$ cat config.mk
export PLATFORM = sky130hd
export DESIGN_NAME = enc8to3_req_flat
export DESIGN_NICKNAME = d
export VERILOG_FILES = /design/src/rtl/enc8to3_req_if.sv /design/src/rtl/enc8to3_req.sv /design/src/flat_wrapper.sv
export SDC_FILE = /design/constraint.sdc
export NUM_CORES = 1
export LEC_CHECK = 0
export BUFFER_PORTS_ARGS = -buffer_cell sky130_fd_sc_hd__buf_2
export CAP_MARGIN = 20
export CORE_AREA = 4 4 49 51
export CTS_CLUSTER_SIZE = 24
export DETAILED_ROUTE_END_ITERATION = 7
export DIE_AREA = 0 0 53 55
export GPL_ROUTABILITY_DRIVEN = 0
export PLACE_DENSITY = 0.75
export SLEW_MARGIN = 0
export SYNTH_ARGS = -nofsm -noshare
export SYNTH_HDL_FRONTEND = slang
export SYNTH_SLANG_ARGS = --single-unit
$ cat constraint.sdc
create_clock -name clk_i -period 4.4 [get_ports clk_i]
set_clock_uncertainty 0.15 [all_clocks]
set_input_delay 0 -clock clk_i [delete_from_list [all_inputs] [get_ports clk_i]]
set_output_delay 0 -clock clk_i [all_outputs]
set_load 0.01 [all_outputs]
$ cat src/rtl/enc8to3_req_if.sv
// +--------------------------------------------------------------------+
// | Module  : enc8to3_req_if                                           |
// | Brief   : Request/offer bundle between a requester and the encoder |
// | Revision: 1.0                                                      |
// +--------------------------------------------------------------------+
`default_nettype none

interface enc8to3_req_if;
  logic [7:0] req_i;
  logic       clear_i;
  logic       ready_i;
  logic       valid_o;
  logic [2:0] idx_o;
  logic [7:0] pending_o;
  logic       overflow_o;

  modport master (
    output req_i, clear_i, ready_i,
    input  valid_o, idx_o, pending_o, overflow_o
  );

  modport slave (
    input  req_i, clear_i, ready_i,
    output valid_o, idx_o, pending_o, overflow_o
  );
endinterface

`default_nettype wire

$ cat src/rtl/enc8to3_req.sv
// +--------------------------------------------------------------------+
// | Module  : enc8to3_req                                              |
// | Brief   : Registered 8-to-3 request encoder with sticky pending    |
// |           set and valid/ready offer, fixed or round-robin select   |
// | Revision: 1.0                                                      |
// +--------------------------------------------------------------------+
`default_nettype none

module enc8to3_req #(
  parameter int RR_MODE = 0
) (
  input  logic          clk_i,
  input  logic          rst_ni,
  enc8to3_req_if.slave  bus
);

  typedef enum logic [0:0] {
    IDLE  = 1'b0,
    OFFER = 1'b1
  } state_t;

  state_t     state_q, state_d;
  logic [7:0] pending_q, pending_d;
  logic [2:0] idx_q, idx_d;
  logic [2:0] last_q, last_d;
  logic       valid_q, valid_d;
  logic       overflow_q, overflow_d;

  logic       handshake;
  logic [7:0] retire_mask;
  logic [7:0] rem;

  // Fixed mode: lowest set bit. Round-robin: first set bit after `last`, wrapping.
  function automatic logic [2:0] sel(input logic [7:0] v, input logic [2:0] last);
    logic [2:0] r;
    logic [2:0] p;
    logic       found;
    r     = '0;
    p     = '0;
    found = 1'b0;
    if (RR_MODE == 0) begin
      for (int i = 7; i >= 0; i--) begin
        if (v[i]) r = 3'(i);
      end
    end else begin
      for (int k = 1; k <= 8; k++) begin
        p = last + 3'(k);
        if (!found && v[p]) begin
          r     = p;
          found = 1'b1;
        end
      end
    end
    return r;
  endfunction

  assign handshake   = valid_q & bus.ready_i;
  assign retire_mask = handshake ? (8'h01 << idx_q) : 8'h00;
  // New requests are OR'd after the retire so a same-cycle re-request survives.
  assign rem         = (pending_q & ~retire_mask) | bus.req_i;

  always_comb begin
    state_d    = state_q;
    pending_d  = rem;
    idx_d      = idx_q;
    last_d     = last_q;
    valid_d    = valid_q;
    overflow_d = |(bus.req_i & pending_q & ~retire_mask);

    if (bus.clear_i) begin
      pending_d  = 8'h00;
      valid_d    = 1'b0;
      overflow_d = 1'b0;
      state_d    = IDLE;
    end else begin
      case (state_q)
        IDLE: begin
          if (pending_q != 8'h00) begin
            idx_d   = sel(pending_q, last_q);
            valid_d = 1'b1;
            state_d = OFFER;
          end
        end
        OFFER: begin
          if (handshake) begin
            last_d = idx_q;
            if (rem != 8'h00) begin
              idx_d = sel(rem, idx_q);
            end else begin
              valid_d = 1'b0;
              state_d = IDLE;
            end
          end
        end
        default: begin
          state_d = IDLE;
          valid_d = 1'b0;
        end
      endcase
    end
  end

  always_ff @(posedge clk_i or negedge rst_ni) begin
    if (!rst_ni) begin
      state_q    <= IDLE;
      pending_q  <= 8'h00;
      idx_q      <= 3'd0;
      last_q     <= 3'd7;
      valid_q    <= 1'b0;
      overflow_q <= 1'b0;
    end else begin
      state_q    <= state_d;
      pending_q  <= pending_d;
      idx_q      <= idx_d;
      last_q     <= last_d;
      valid_q    <= valid_d;
      overflow_q <= overflow_d;
    end
  end

  assign bus.valid_o    = valid_q;
  assign bus.idx_o      = idx_q;
  assign bus.pending_o  = pending_q;
  assign bus.overflow_o = overflow_q;

endmodule

`default_nettype wire

$ cat src/flat_wrapper.sv
// flat-port wrapper written by rule: the top's interface ports become plain ports
module enc8to3_req_flat 
#(
  parameter int RR_MODE = 0
)
  (clk_i, rst_ni, bus_req_i, bus_clear_i, bus_ready_i, bus_valid_o, bus_idx_o, bus_pending_o, bus_overflow_o);
  enc8to3_req_if bus_i ();
  input  logic clk_i;
  input  logic rst_ni;
  input wire logic [$bits(bus_i.req_i)-1:0] bus_req_i;
  input wire logic [$bits(bus_i.clear_i)-1:0] bus_clear_i;
  input wire logic [$bits(bus_i.ready_i)-1:0] bus_ready_i;
  output wire logic [$bits(bus_i.valid_o)-1:0] bus_valid_o;
  output wire logic [$bits(bus_i.idx_o)-1:0] bus_idx_o;
  output wire logic [$bits(bus_i.pending_o)-1:0] bus_pending_o;
  output wire logic [$bits(bus_i.overflow_o)-1:0] bus_overflow_o;
  assign bus_i.req_i = bus_req_i;
  assign bus_i.clear_i = bus_clear_i;
  assign bus_i.ready_i = bus_ready_i;
  assign bus_valid_o = bus_i.valid_o;
  assign bus_idx_o = bus_i.idx_o;
  assign bus_pending_o = bus_i.pending_o;
  assign bus_overflow_o = bus_i.overflow_o;
  enc8to3_req #(.RR_MODE(RR_MODE)) u_core (.clk_i(clk_i), .rst_ni(rst_ni), .bus(bus_i));
endmodule
=== After elaboration in Yosys (flattened, before gate mapping) ===
Index checks and enable logic that the tools add are counted.

* Equality and inequality tests: 6
* Shift operators: 1
* Muxes and demuxes: 33
* Bitwise operators: 8
* Reductions and logical operators: 5

{| class="wikitable"
|+ Operator list
! cell !! number
|-
| $mux W3 || 19
|-
| $and A8 B8 Y8 || 3
|-
| $mux W8 || 2
|-
| $reduce_bool A8 Y1 || 2
|-
| $mux W1 || 9
|-
| $not A8 Y8 || 1
|-
| $or A8 B8 Y8 || 1
|-
| $reduce_or A8 Y1 || 1
|-
| $shl A1 B3 Y8 const A || 1
|-
| $ne A3 B3 Y1 const B || 2
|-
| $pmux W3 S2 || 1
|-
| $ne A2 B2 Y1 const B || 2
|-
| $pmux W1 S2 || 2
|-
| $reduce_and A4 Y1 || 1
|-
| $ne A3 B2 Y1 const B || 1
|-
| $reduce_and A3 Y1 || 1
|-
| $ne A2 B1 Y1 const B || 1
|-
| $not A1 Y1 || 2
|-
| $and A1 B1 Y1 || 1
|}

* Bits in registers: 14
* Output and inout port bits: 13
* Word-level logic and storage cells: 58

=== Logic depth before layout (Yosys ltp) ===
Gate-level depths: netlist of run 1.

* Depth in word-level cells: 16
* Depth in mapped cells: 6
* Depth with buffers taken out: 5

=== Worst setup path before layout of run 1 ===
OpenSTA, ideal clock, no wires.

* Path kind: register to register
* Start point: register u_core.idx_q[0], in the netlist u_core.bus.idx_o[0]
* End point: register u_core.idx_q[0], in the netlist u_core.bus.idx_o[0]
* Setup time: 0.086 ns
* Arrival: 1.666 ns
* Path slack: 2.498 ns
* Stages on the path, launching flop included: 6
* Path buffers: 0
* Cells stage by stage: dfrtp_1 -> or4b_1 -> o32ai_2 -> nand4_2 -> or2_0 -> a32oi_1

* Cells in the longest elaborated chain, start to end: 16
* Elaborated cells between the ends (all ways): 19
* Classes of those cells: eq/ne (1); shift (1); mux (12); bitwise (3); reduce/logical (2)

{| class="wikitable"
|+ Ends and longest elaborated chain
! item !! line !! source
|-
| start: declaration || enc8to3_req.sv:24 || <nowiki>logic [2:0] idx_q, idx_d;</nowiki>
|-
| start signal: assignment || enc8to3_req.sv:114 || <nowiki>idx_q <= idx_d;</nowiki>
|-
| $shl A1 B3 Y8 (*) || enc8to3_req.sv:58 || <nowiki>assign retire_mask = handshake ? (8'h01 << idx_q) : 8'h00;</nowiki>
|-
| $mux W8 (*) || enc8to3_req.sv:58 ||
|-
| $not A8 Y8 (*) || enc8to3_req.sv:60 || <nowiki>assign rem = (pending_q & ~retire_mask) | bus.req_i;</nowiki>
|-
| $and A8 B8 Y8 (*) || enc8to3_req.sv:60 ||
|-
| $or A8 B8 Y8 (*) || enc8to3_req.sv:60 ||
|-
| $mux W3 (8 in series) || enc8to3_req.sv:43 || <nowiki>if (v[i]) r = 3'(i);</nowiki>
|-
| $mux W3 || enc8to3_req.sv:87 || <nowiki>if (rem != 8'h00) begin</nowiki>
|-
| $mux W3 || enc8to3_req.sv:85 || <nowiki>if (handshake) begin</nowiki>
|-
| $pmux W3 S2 || enc8to3_req.sv:76 || <nowiki>case (state_q)</nowiki>
|}

Mark *: on every way between the ends. The rest lies on a longest branch, timed or not. The select of a mux whose other input is x is not followed.
A chain may end at the register's enable or synchronous reset.

=== Worst setup path after layout of run 1 ===
* Start point: register u_core.idx_q[0], in the netlist u_core.bus.idx_o[0]
* End point: register u_core.state_q

* Cells in the longest elaborated chain, start to end: 10

{| class="wikitable"
|+ Ends and longest elaborated chain
! item !! line !! source
|-
| $shl A1 B3 Y8 || enc8to3_req.sv:58 ||
|-
| $mux W8 || enc8to3_req.sv:58 ||
|-
| $not A8 Y8 || enc8to3_req.sv:60 ||
|-
| $and A8 B8 Y8 || enc8to3_req.sv:60 ||
|-
| $or A8 B8 Y8 || enc8to3_req.sv:60 ||
|-
| $reduce_bool A8 Y1 || enc8to3_req.sv:87 ||
|-
| $mux W1 || enc8to3_req.sv:87 ||
|-
| $mux W1 || enc8to3_req.sv:85 ||
|-
| $pmux W1 S2 || enc8to3_req.sv:76 ||
|-
| $mux W1 || enc8to3_req.sv:70 || <nowiki>if (bus.clear_i) begin</nowiki>
|-
| net u_core.state_d || enc8to3_req.sv:22 || <nowiki>state_t state_q, state_d;</nowiki>
|-
| end signal: assignment || enc8to3_req.sv:112 || <nowiki>state_q <= state_d;</nowiki>
|-
| end: declaration || enc8to3_req.sv:22 ||
|}

The timed path passes the listed nets, and every way through them passes these cells.

==> results of run 1 <==
## flip-flops by register name (all words and copies together) (netlist names)
name,cells
u_core.state_q,1
u_core.bus.valid_o,1
u_core.bus.idx_o,3
u_core.bus.pending_o,8
u_core.bus.overflow_o,1
## report_power, final
part	switching (mW)	internal (mW)	total, mW
combinational	0.0536	0.0470	0.101
sequential	0.0281	0.141	0.169
clock	0.0463	0.0505	0.0967
## final cells by class
| class | count | area share [%] |
|---|---|---|
| Clock buffer | 4 | 2.97 |
| Timing Repair Buffer | 36 | 19.6 |
| Sequential cell | 14 | 28.6 |
| Multi-Input combinational cell | 82 | 44.2 |
| Inverter | 6 | 1.84 |
| Tap cell | 27 | 2.76 |
## synth_stat cells, types with 2 or more instances
library cell   n
inv_1          6
nand2_1       12
buf_4          2
or3_1          2
o211ai_1       2
o21ai_0        4
o22ai_1        4
a21oi_1        3
nand4_1        2
o31a_1         2
nor2_1        12
o22ai_2        3
a32oi_1        4
dfrtp_1       14
o31ai_1        2
nor3_1         2
o21bai_1       2
or3b_1         2
nand3b_1       2
## worst min-delay path, stage by stage
cell and delay [ns]:
buf_2 0.13, nand3_2 0.15, o22ai_1 0.15, nor2_1 0.11
## worst paths after layout
| check | startpoint | endpoint | slack [ns] | depth (start not counted) |
|---|---|---|---|---|
| max reg2reg | u_core.bus.idx_o[0]$_DFFE_PN0P_ | u_core.state_q$_DFF_PN0_ | 1.74 | 6 |
| min reg2reg | u_core.bus.idx_o[1]$_DFFE_PN0P_ | u_core.bus.idx_o[1]$_DFFE_PN0P_ | 0.52 | 2 |
| max in group asynchronous | rst_ni | u_core.bus.pending_o[5]$_DFF_PN0_ | 2.99 | 3 |
| min | bus_ready_i | u_core.bus.pending_o[6]$_DFF_PN0_ | 0.13 | 4 |
| max | u_core.bus.idx_o[0]$_DFFE_PN0P_ | u_core.state_q$_DFF_PN0_ | 1.74 | 6 |
| min in group asynchronous | rst_ni | u_core.bus.idx_o[2]$_DFFE_PN0P_ | 0.67 | 3 |
## cell usage in the layout, fill, tap and decap left out, types with 3 or more instances in the layout
master	n
a21oi_1	3
a32oi_1	4
buf_2	24
clkbuf_4	3
dfrtp_1	14
dlygate4sd3_1	12
inv_1	6
nand2_1	12
nor2_1	12
o21ai_0	4
o22ai_1	4
o22ai_2	3
## cell families after synthesis
family	share of synthesized area, %
buffers and inverters	5.57
AND/OR/NAND/NOR	28.5
flip-flops	37.1
AO/OA/AOI/OAI	28.8
## through the flow
step                power (mW)  worst slack (ns)  util, %  hold slack, ns
floorplan                0.228              2.50        -          -0.446
global placement         0.259              2.32     55.0          -0.234
detailed placement       0.262              2.23     55.0          -0.228
CTS                      0.367              1.80     63.0           0.121
global route             0.390              1.66     63.0           0.154
finish                   0.367              1.74     63.0           0.135
## per-layer routing
metal,up-vias,wire length (um),global-route usage [%],share of wire [%]
li1,478,-,-,-
met1,498,1020,26.8,35
met2,83,1400,39.7,48
met3,16,324,3.49,11
met4,0,141,17.9,4.9
met5,-,0,0,0
==> impl_metrics.toml, run 1 <==
[logic_synthesis]
synth_fp_nets = 118
synth_cell_types = 43
synth_area_sq_um = 943
ys.flop_type = "dfrtp_1"
synth_edf_count = 0
synthDominantCellAreaShare_pct = 37.1
yosysTopAreaCell = "dfrtp_1"
synth-async-reset-ratio_pct = 100
ys_warn_count = 0
synth-seq-cells = 14
synth_cells = 106
synth.yosys.seq_area_share_pct = 37.1
yosys-top-cells-area = "dfrtp_1 37%, nand2_1 4.8%, nor2_1 4.8%"
synth.avg_cell_area_sq_um = 8.90

[clocking]
numCtsBuffers = 3
path_clk_slew_ns = 0.09
clockBufferDepth = 2
cts-resized-gates = 0
clock_latency_ns = 0.29
htreeDepth = 1
cts_num_sinks = 14
root_buffer = "clkbuf_4"
cts_tree = "done"
holdBufCountCts = 12
cts_setup_buffers = 0

[timing]
slew_violations = 0
finalCritPeriodShare_pct = 60.5
tightestPinTransition_ns = 0.692
hold_viol = 0
fmax_mhz = 375
rsz0062_at_grt = "no"
finalSetupTns_ns = 0
relSlewSlack_pct = 53.7
setup_viol = 0
period_needed_ns = 2.66

[layout]
antenna_cells = 0
ff_latch_area_sq_um = 350
final_area_sq_um = 1220
finalNonFillerCells = 169
final_nets = 155
multi_input_area_sq_um = 541
area_growth_pct = 29.7
fillers = 173
drive_above_1_share_pct = 26.8

[global_route]
overflow = 0
grt_pass1_vias = 1037
grt_max_degree = 15
grt_pass1_wl_um = 4780
grt.total_usage_pct = 23.5
antenna_found_initial = 0

[power]
p_leak_nw = 0.522
ir_drop_uv = 282
p_per_area_nw_per_um2 = 300

[route]
via_per_inst = 6.36
drc = 0
routed_wl_um = 2890
initialDrtViolationCount = 37
routedWlPerCell_um = 17.1
vias = 1075
antenna_left = 0
drt_pre_antenna_iters = 4

[floorplan]
die_h_um = 55
core_sq_um = 1940
start_util_pct = 48.6
ios = 25
dieWidth_um = 53
placementRows = 16
die-area_sq_um = 2920

[placed_design]
hpwl_um = 2030
port_buffers = 24
dp.cells = 153
place_area_sq_um = 1070

[setup_path]
slowest_stage = "or4b_1"
slowest_delay_ns = 0.60
path_class = "flop to flop"
arrival_ns = 2.69
cp_max_fo = 14
crit_family = "simple AND/OR/NAND/NOR gates"
cp-start-kind = "flop"
end_kind = "flop"
crit_buf_inv = 1
crit_chain = "or4b_1 -> o32ai_2 -> nand4_2 -> o21ai_0 -> a21oi_1 -> dlygate4sd3_1"
required_ns = 4.43

[worst_hold_path]
hp-class = "input port to flop"

[flow_run]
max_cap_violations = 0

[status]
status = "complete, no violations"
No activity file was read; power rests on OpenSTA's default activity.
==> run 2: changes to the inputs <==
CORE_AREA = 4 4 51 53   (was 4 4 49 51)
DIE_AREA = 0 0 55 57   (was 0 0 53 55)
PLACE_DENSITY = 0.73   (was 0.75)
clock period = 2.3 ns   (was 4.4 ns; I/O delays follow)
==> run 2 against run 1 <==
  * Sequential share of layout area decreased by 0.60 points
  * Setup slack got worse by 1.5 ns
  * Worst hold slack got worse by 0.11 ns
  * Largest power group unchanged
  * Critical path type unchanged
  * Non-clock buffer count grew 3
  * Sequential power rose by 91%
  * Register-to-register slack got worse by 1.5 ns
  * Global-route usage is 4.2 points lower
  * Fmax rose by 26%
  * Via count down 4.7%
  * Critical path depth fell by 1
==> impl_metrics.toml, run 2 (synthesis gave the netlist of run 1 again) <==
[clocking]
htreeDepth = 1
path_clk_slew_ns = 0.09
clock_latency_ns = 0.29
cts_tree = "done"
cts_num_sinks = 14
numCtsBuffers = 3
root_buffer = "clkbuf_4"
clockBufferDepth = 2

[timing]
fmax_mhz = 473
finalCritPeriodShare_pct = 91.9
tightestPinTransition_ns = 0.691
slew_violations = 0
hold_viol = 0
relSlewSlack_pct = 53.8
rsz0062_at_grt = "no"
finalSetupTns_ns = 0
period_needed_ns = 2.11
setup_viol = 0

[setup_path]
cp-start-kind = "flop"
cp_max_fo = 14
required_ns = 2.37
crit_chain = "or4b_1 -> o32ai_2 -> nand4_2 -> or2_0 -> a32oi_1"
slowest_delay_ns = 0.58
slowest_stage = "or4b_1"
arrival_ns = 2.18
path_class = "flop to flop"
crit_family = "simple AND/OR/NAND/NOR gates"
end_kind = "flop"
crit_buf_inv = 0

[placed_design]
hpwl_um = 1910
port_buffers = 24

[route]
drc = 0
vias = 1025
routed_wl_um = 2710
antenna_left = 0
initialDrtViolationCount = 39
via_per_inst = 5.92
routedWlPerCell_um = 15.7
drt_pre_antenna_iters = 6

[power]
power.switching_mw = 0.241
swShare_pct = 34.3
power_frac_clock_pct = 26.4
ir_drop_uv = 264
pwr-share-comb_pct = 27.6
p_leak_nw = 0.539
power.internal_mw = 0.462
p_per_area_nw_per_um2 = 563
seqPwrFrac_pct = 46.0

[status]
status = "complete, no violations"

[floorplan]
die-area_sq_um = 3140
die_h_um = 57
dieWidth_um = 55
core_sq_um = 2150
placementRows = 17
start_util_pct = 43.9
ios = 25

[global_route]
overflow = 0
grt_pass1_vias = 951
grt_max_degree = 15
grt_pass1_wl_um = 4440
antenna_found_initial = 0
grt.total_usage_pct = 19.3

[layout]
largest_register_ffs = 8
final_util_pct = 58.2
final_nets = 158
area_growth_pct = 32.5
drive_above_1_share_pct = 27.6
antenna_cells = 0
final_cell_mix = "24 x buf_2, 14 x dfrtp_1, 13 x dlygate4sd3_1"
final_common_cell = "buf_2"

[flow_run]
max_cap_violations = 0

[worst_hold_path]
hp-class = "input port to flop"
-- run 2: cell type report --
class / instances / area [sq um]
clock buffer: 4 / 36.3
timing repair buffer: 39 / 265
sequential: 14 / 350
inverter: 6 / 22.5
tap: 28 / 35.0
fill: 195 / 898
multi-input combinational: 82 / 541
-- run 2: stage by stage --
step	instance area, sq um	hold WS, ns	power (mW)	setup slack, ns	cells
finish	1250	0.0258	0.703	0.187	173
global route	1250	0.0632	0.746	0.0562	173
CTS	1250	0.0281	0.702	0.206	173
detailed placement	1080	-0.227	0.501	0.223	156
global placement	1080	-0.233	0.498	0.263	156
floorplan	943	-0.446	0.436	0.398	106
-- run 2: power groups by stage --
| stage | Combinational, mW | Sequential, mW | Clock [mW] |
|---|---|---|---|
| after global routing | 0.216 | 0.329 | 0.201 |
| final | 0.194 | 0.323 | 0.185 |
| after floorplan | 0.121 | 0.315 | 0 |
| after CTS | 0.194 | 0.321 | 0.187 |
| after detailed placement | 0.175 | 0.326 | 0 |
| after global placement | 0.175 | 0.324 | 0 |
-- run 2: worst register-to-register path, cell delays in order (launching register included) --
cell     delay (ns)
dfrtp_1        0.53
or4b_1         0.58
o32ai_2        0.19
nand4_2        0.18
or2_0          0.25
a32oi_1        0.16
-- run 2: routing by layer --
layer	part of all wire, %	up-vias	global-route usage, %
li1	-	484	-
met4	1.3	0	7.29
met3	7.3	4	2.35
met5	0	-	0
met1	43	493	27.2
met2	49	44	29.6
-- run 2: path summary, 6_finish.rpt --
check	start	end	slack (ns)	cells past startpoint
setup / recovery	u_core.bus.idx_o[0]$_DFFE_PN0P_	u_core.bus.idx_o[0]$_DFFE_PN0P_	0.19	5
min in group asynchronous	rst_ni	u_core.bus.idx_o[0]$_DFFE_PN0P_	0.66	3
setup reg to reg	u_core.bus.idx_o[0]$_DFFE_PN0P_	u_core.bus.idx_o[0]$_DFFE_PN0P_	0.19	5
hold reg to reg	u_core.bus.idx_o[1]$_DFFE_PN0P_	u_core.bus.idx_o[1]$_DFFE_PN0P_	0.51	2
max in group asynchronous	rst_ni	u_core.bus.pending_o[4]$_DFF_PN0_	0.90	3
hold / removal	bus_req_i[3]	u_core.bus.overflow_o$_DFF_PN0_	0.03	5
-- run 2: timing repair --
action                    in CTS  in global routing
buffers inserted               0                  0
hold buffers                  13                  0
resized for setup              0                  0
hold endpoints to repair      25                  0
